==> config.mk <==
export PLATFORM = sky130hd
export DESIGN_NAME = oled_i2c_responder
export DESIGN_NICKNAME = d
export VERILOG_FILES = /design/src/rtl/oled_i2c_responder.sv
export SDC_FILE = /design/constraint.sdc
export NUM_CORES = 1
export LEC_CHECK = 0
export BUFFER_PORTS_ARGS = -buffer_cell sky130_fd_sc_hd__buf_2
export CORE_MARGIN = 2
export CORE_UTILIZATION = 55
export CTS_CLUSTER_DIAMETER = 150
export DETAILED_ROUTE_END_ITERATION = 16
export GPL_ROUTABILITY_DRIVEN = 0
export GPL_TIMING_DRIVEN = 0
export HOLD_SLACK_MARGIN = 0.12
export PLACE_DENSITY = 0.75
export SYNTH_ARGS = -nofsm -noshare
export SYNTH_HDL_FRONTEND = slang
export SYNTH_SLANG_ARGS = --single-unit
==> constraint.sdc <==
create_clock -name clk -period 2 [get_ports clk]
set_input_delay 0.2 -clock clk [delete_from_list [all_inputs] [get_ports clk]]
set_output_delay 0.2 -clock clk [all_outputs]
set_load 0.01 [all_outputs]
==> src/rtl/oled_i2c_responder.sv <==
// Write-only I2C responder modelling the SSD1306 display side: decodes control/payload bytes,
// emits command/data strobes and tracks the GDDRAM column/page pointer (horizontal mode).
module oled_i2c_responder #(
  parameter logic [6:0]  CHIP_ADDR = 7'h3C,
  parameter int unsigned NUM_COLS  = 128,
  parameter int unsigned NUM_PAGES = 8
) (
  input  logic       clk,
  input  logic       reset,
  input  logic       scl_in,
  input  logic       sda_in,
  output logic       sda_oen,
  output logic       busy,
  output logic       cmd_valid,
  output logic [7:0] cmd_byte,
  output logic       data_valid,
  output logic [7:0] data_byte,
  output logic [6:0] col,
  output logic [2:0] page
);

  typedef enum logic [2:0] {
    StIdle, StAddr, StAddrAck, StCtrl, StCtrlAck, StPayload, StPayloadAck, StIgnore
  } state_e;

  typedef enum logic [2:0] {
    ArgNone, ArgColStart, ArgColEnd, ArgPageStart, ArgPageEnd
  } arg_e;

  localparam logic [6:0] ColEndRst  = 7'(NUM_COLS - 1);
  localparam logic [2:0] PageEndRst = 3'(NUM_PAGES - 1);

  // Synchronizers are left unreset so a reset can never fabricate a START/STOP edge.
  logic [1:0] scl_sync_q, sda_sync_q;
  logic       scl_hist_q, sda_hist_q;

  always_ff @(posedge clk) begin
    scl_sync_q <= {scl_sync_q[0], scl_in};
    sda_sync_q <= {sda_sync_q[0], sda_in};
    scl_hist_q <= scl_sync_q[1];
    sda_hist_q <= sda_sync_q[1];
  end

  logic scl, sda, scl_rise, scl_fall, start, stop;
  assign scl      = scl_sync_q[1];
  assign sda      = sda_sync_q[1];
  assign scl_rise = scl & ~scl_hist_q;
  assign scl_fall = ~scl & scl_hist_q;
  assign start    = scl & scl_hist_q & sda_hist_q & ~sda;
  assign stop     = scl & scl_hist_q & ~sda_hist_q & sda;

  state_e     state_q, state_d;
  logic [2:0] bit_cnt_q, bit_cnt_d;
  logic [6:0] shift_q, shift_d;
  logic       ack_on_q, ack_on_d;
  logic       co_q, co_d, dc_q, dc_d;
  logic       sda_oen_q, sda_oen_d;
  logic       cmd_valid_q, cmd_valid_d, data_valid_q, data_valid_d;
  logic [7:0] cmd_byte_q, cmd_byte_d, data_byte_q, data_byte_d;
  logic [7:0] rx_byte;
  logic       byte_done;

  assign rx_byte = {shift_q, sda};

  always_comb begin
    state_d      = state_q;
    bit_cnt_d    = bit_cnt_q;
    shift_d      = shift_q;
    ack_on_d     = ack_on_q;
    co_d         = co_q;
    dc_d         = dc_q;
    sda_oen_d    = sda_oen_q;
    cmd_valid_d  = 1'b0;
    data_valid_d = 1'b0;
    cmd_byte_d   = cmd_byte_q;
    data_byte_d  = data_byte_q;
    byte_done    = 1'b0;

    if (scl_rise && (state_q == StAddr || state_q == StCtrl || state_q == StPayload)) begin
      shift_d   = rx_byte[6:0];
      bit_cnt_d = bit_cnt_q + 3'd1;
      byte_done = (bit_cnt_q == 3'd7);
    end

    unique case (state_q)
      StAddr: begin
        if (byte_done) begin
          if (rx_byte[7:1] == CHIP_ADDR && !rx_byte[0]) begin
            state_d  = StAddrAck;
            ack_on_d = 1'b0;
          end else begin
            state_d = StIgnore;
          end
        end
      end
      StCtrl: begin
        if (byte_done) begin
          co_d     = rx_byte[7];
          dc_d     = rx_byte[6];
          state_d  = StCtrlAck;
          ack_on_d = 1'b0;
        end
      end
      StPayload: begin
        if (byte_done) begin
          if (dc_q) begin
            data_valid_d = 1'b1;
            data_byte_d  = rx_byte;
          end else begin
            cmd_valid_d = 1'b1;
            cmd_byte_d  = rx_byte;
          end
          state_d  = StPayloadAck;
          ack_on_d = 1'b0;
        end
      end
      StAddrAck, StCtrlAck, StPayloadAck: begin
        // First SCL fall pulls SDA for the ACK clock; the second releases it.
        if (scl_fall) begin
          if (!ack_on_q) begin
            ack_on_d  = 1'b1;
            sda_oen_d = 1'b0;
          end else begin
            ack_on_d  = 1'b0;
            sda_oen_d = 1'b1;
            if (state_q == StAddrAck)      state_d = StCtrl;
            else if (state_q == StCtrlAck) state_d = StPayload;
            else                           state_d = co_q ? StCtrl : StPayload;
          end
        end
      end
      default: ;
    endcase

    if (start || stop) begin
      state_d   = start ? StAddr : StIdle;
      bit_cnt_d = 3'd0;
      ack_on_d  = 1'b0;
      sda_oen_d = 1'b1;
    end
  end

  always_ff @(posedge clk) begin
    if (reset) begin
      state_q      <= StIdle;
      bit_cnt_q    <= 3'd0;
      shift_q      <= 7'd0;
      ack_on_q     <= 1'b0;
      co_q         <= 1'b0;
      dc_q         <= 1'b0;
      sda_oen_q    <= 1'b1;
      cmd_valid_q  <= 1'b0;
      data_valid_q <= 1'b0;
      cmd_byte_q   <= 8'd0;
      data_byte_q  <= 8'd0;
    end else begin
      state_q      <= state_d;
      bit_cnt_q    <= bit_cnt_d;
      shift_q      <= shift_d;
      ack_on_q     <= ack_on_d;
      co_q         <= co_d;
      dc_q         <= dc_d;
      sda_oen_q    <= sda_oen_d;
      cmd_valid_q  <= cmd_valid_d;
      data_valid_q <= data_valid_d;
      cmd_byte_q   <= cmd_byte_d;
      data_byte_q  <= data_byte_d;
    end
  end

  // GDDRAM window and write pointer; the pointer advances the clk after each data strobe.
  arg_e       arg_q, arg_d;
  logic [6:0] col_start_q, col_start_d, col_end_q, col_end_d, col_q, col_d;
  logic [2:0] page_start_q, page_start_d, page_end_q, page_end_d, page_q, page_d;

  always_comb begin
    arg_d        = arg_q;
    col_start_d  = col_start_q;
    col_end_d    = col_end_q;
    col_d        = col_q;
    page_start_d = page_start_q;
    page_end_d   = page_end_q;
    page_d       = page_q;

    if (cmd_valid_q) begin
      unique case (arg_q)
        ArgNone: begin
          if (cmd_byte_q == 8'h21)      arg_d = ArgColStart;
          else if (cmd_byte_q == 8'h22) arg_d = ArgPageStart;
        end
        ArgColStart: begin
          col_start_d = cmd_byte_q[6:0];
          arg_d       = ArgColEnd;
        end
        ArgColEnd: begin
          col_end_d = cmd_byte_q[6:0];
          col_d     = col_start_q;
          arg_d     = ArgNone;
        end
        ArgPageStart: begin
          page_start_d = cmd_byte_q[2:0];
          arg_d        = ArgPageEnd;
        end
        ArgPageEnd: begin
          page_end_d = cmd_byte_q[2:0];
          page_d     = page_start_q;
          arg_d      = ArgNone;
        end
        default: arg_d = ArgNone;
      endcase
    end

    if (data_valid_q) begin
      if (col_q == col_end_q) begin
        col_d  = col_start_q;
        page_d = (page_q == page_end_q) ? page_start_q : page_q + 3'd1;
      end else begin
        col_d = col_q + 7'd1;
      end
    end

    if (start || stop) arg_d = ArgNone;
  end

  always_ff @(posedge clk) begin
    if (reset) begin
      arg_q        <= ArgNone;
      col_start_q  <= 7'd0;
      col_end_q    <= ColEndRst;
      col_q        <= 7'd0;
      page_start_q <= 3'd0;
      page_end_q   <= PageEndRst;
      page_q       <= 3'd0;
    end else begin
      arg_q        <= arg_d;
      col_start_q  <= col_start_d;
      col_end_q    <= col_end_d;
      col_q        <= col_d;
      page_start_q <= page_start_d;
      page_end_q   <= page_end_d;
      page_q       <= page_d;
    end
  end

  assign sda_oen    = sda_oen_q;
  assign busy       = (state_q == StAddrAck) || (state_q == StCtrl) || (state_q == StCtrlAck) ||
                      (state_q == StPayload) || (state_q == StPayloadAck);
  assign cmd_valid  = cmd_valid_q;
  assign cmd_byte   = cmd_byte_q;
  assign data_valid = data_valid_q;
  assign data_byte  = data_byte_q;
  assign col        = col_q;
  assign page       = page_q;

endmodule
==> summary.txt <==
Global route
  • Largest net degree at the start of global routing: 13
  • Initial antenna violation count: 0
  • First-pass GRT wire length: roughly 12 mm
  • Vias in the first global route: between 2,000 and 2,500
  • Total track usage: 0.232
  • Total gr overflow: 0

Outcome
  • Status: complete, no violations

Timing
  • Final setup viols: 0
  • Fmax: 561 MHz
  • Final period util: 0.891
  • Max transition margin: 0.588
  • Slew Limit Fails: 0
  • Post-route minimum period: 1780 ps
  • Tightest Pin Transition: just over 600 ps
  • RSZ-0062 raised after global routing: no
  • Post-Route Setup TNS: 0 ps
  • Clock skew: 10.3 ps
  • Hold WS: 308 ps
  • Final hold vios: 0

Clocking
  • Hold buffers post-CTS: 2
  • Maximum buffer depth of the clock tree: 2
  • CTS tree: done
  • # Post-CTS Setup Buffers: 0
  • Sink Count: 74
  • CTS buffer count: 9
  • Number of H-tree levels: 3
  • Root Driver: clkbuf_8
  • Clk_lat worst skew: ~350 ps
  • Reg clk slew, reported paths: about 80 ps
  • PostCTS Resize Cnt: 0

Detailed routing
  • DRC violations left: 0
  • Routed Antenna Nets: 0
  • DR vias: 2,580
  • First DRT Iteration DRCs: 149
  • Iteration count of the initial detailed-routing pass: 4
  • WL final: 7.12 mm
  • Via-to-Cell Ratio: ~5.5
  • Avg WL per Cell: ~15 um

Setup path
  • Endpoint class of the critical path: flip-flop
  • Critical Path AT: 2040 ps
  • Crit path required time: about 2300 ps
  • Cells on worst reg2reg path: 7
  • Crit path kind: reg -> reg
  • Startpoint types: flip-flop
  • Crit Path Max Fanout: 4

Synth
  • Synthesized instance count: 343
  • Cell variety after synth: between 50 and 60
  • Synth Area in Compound Gates: 0.109
  • Post-synthesis mux area share: 0.142
  • Synthesized area: 3340 sq um
  • Number of synthesized flops with an enable pin: 0
  • Asr flop ratio synth: 0
  • Synth Area in Adders: 0.0150
  • Largest area contributor in the netlist: dfxtp_1
  • Most common cell in the synthesized netlist: dfxtp_1
  • Top-area cell type share of the netlist area: 0.443
  • Post-synthesis net count: ~350
  • Commonest cells in the synthesized netlist: 74 x dfxtp_1, 54 x nor2_1, 46 x mux2i_1
  • Post-Synth XOR/XNOR Area: 0.0445
  • Top_reg_cell synth: dfxtp_1
  • Simple-gate share of the synthesized area: 0.210
  • Mapped Avg Cell Area: around 9.7 sq um
  • #FFs+latches synth: 74
  • Synth top area cells: dfxtp_1 44%, mux2i_1 14%, nor2_1 6.1%
  • Seq/Total Area, Yosys: 0.443
  • Yosys Warn Count: 0
  • Largest family of logic cells by synthesized area: simple AND/OR/NAND/NOR gates

Power
  • Static Leak: 0.00158 uW
  • VDD IR max: a little under 600 uV
  • PD cells: 769 nW/um^2
  • Total power: 2970 uW

Floorplanning
  • I/O pins: 34
  • Initial Util: 0.568
  • Die Height: 82.0 um
  • Row cnt: 28
  • Horiz. Die Dim: roughly 82 um
  • Core footprint: a little under 6000 sq um
  • Full die area: 6720 sq um

Cells and area
  • Antenna diode count: 0
  • Layout cells sized above 1: 0.181
  • Nets: between 300 and 400
  • P&R area growth vs syn: 15.3%
  • Post-layout util: 0.655
  • Non-Filler Instances: 468

Flow run
  • Max-cap violations: 0

Placement
  • DP Cell Count: 450
  • Estimated wirelength of the detail-placed design: 4.98 mm
  • Port Buffers: 32

Min path
  • Hold path cells: 3
  • Min-delay worst type: in -> reg
==> flip-flops by register name, indices dropped and copies added (netlist names) <==
name          count
bit_cnt_q         3
page              3
cmd_byte          8
col_start_q       7
data_valid        1
data_byte         8
col               7
sda_sync_q        2
arg_q             3
sda_hist_q        1
state_q           3
sda_oen           1
shift_q           7
co_q              1
page_end_q        3
dc_q              1
cmd_valid         1
col_end_q         7
scl_hist_q        1
scl_sync_q        2
page_start_q      3
ack_on_q          1
==> path summary, 6_finish.rpt <==
kind / startpoint / endpoint / slack (ps)
setup / recovery: bit_cnt_q[0] / state_q[0] / 220
setup reg to reg: bit_cnt_q[0] / state_q[0] / 220
hold reg to reg: scl_sync_q[0] / scl_sync_q[1] / 330
hold / removal: reset / page_end_q[0] / 310
==> metrics by stage <==
step	worst slack (ps)	area (sq um)
CTS	210	3850
detailed placement	241	3600
finish	217	3850
floorplan	388	3340
global placement	268	3600
global route	73.8	3850
==> cell usage in the layout, fill, tap and decap left out, drive strengths merged, types with 6 or more instances in the layout <==
cell / count
dfxtp: 74
a211oi: 6
o21ai: 8
nand3: 10
xnor2: 13
nand2: 15
clkbuf: 23
nor2: 55
a211o: 10
nand2b: 6
nor2b: 13
inv: 7
buf: 40
mux2i: 46
==> worst max-delay path, stage by stage, from the launching register on <==
cell,delay (ps)
dfxtp_1,330
ha_1,200
ha_1,200
inv_1,100
nor4b_4,60
a211o_1,350
and3b_1,210
a311oi_1,240
==> where the power goes <==
group	total (uW)	internal [uW]	leakage (uW)	switching, uW
Clock	1360	803	0.000119	554
Combinational	112	43.1	0.000862	68.5
Sequential	1500	1480	0.000599	12.0
Total	2970	2330	0.00158	635
==> logic make-up (layout without fill, tap and decap cells) <==
logic type / Yosys count / after routing
buf+inv: 26 / 76
flops: 74 / 74
xor+xnor: 17 / 17
mux: 47 / 47
fa+ha+maj: 4 / 4
compound gates: 47 / 47
simple gates: 128 / 128
==> cell type report <==
type	instances	area, sq um
repair buffers	34	180
inverters	7	26.3
flip-flops and latches	74	1480
well taps	75	93.8
clock inverters	4	72.6
fillers	503	2030
clock buffers	12	165
multi-input cells	243	1740
plain buffers	19	97.6
==> per-layer routing <==
| metal | global-route usage | vias to the layer above | routed length [um] |
|---|---|---|---|
| met4 | 0.0750 | 0 | 97 |
| met1 | 0.286 | 1227 | 3330 |
| met3 | 0.0692 | 11 | 286 |
| li1 | - | 1296 | - |
| met2 | 0.388 | 46 | 3400 |
| met5 | 0 | - | 0 |
No activity file was read; power rests on OpenSTA's default activity.
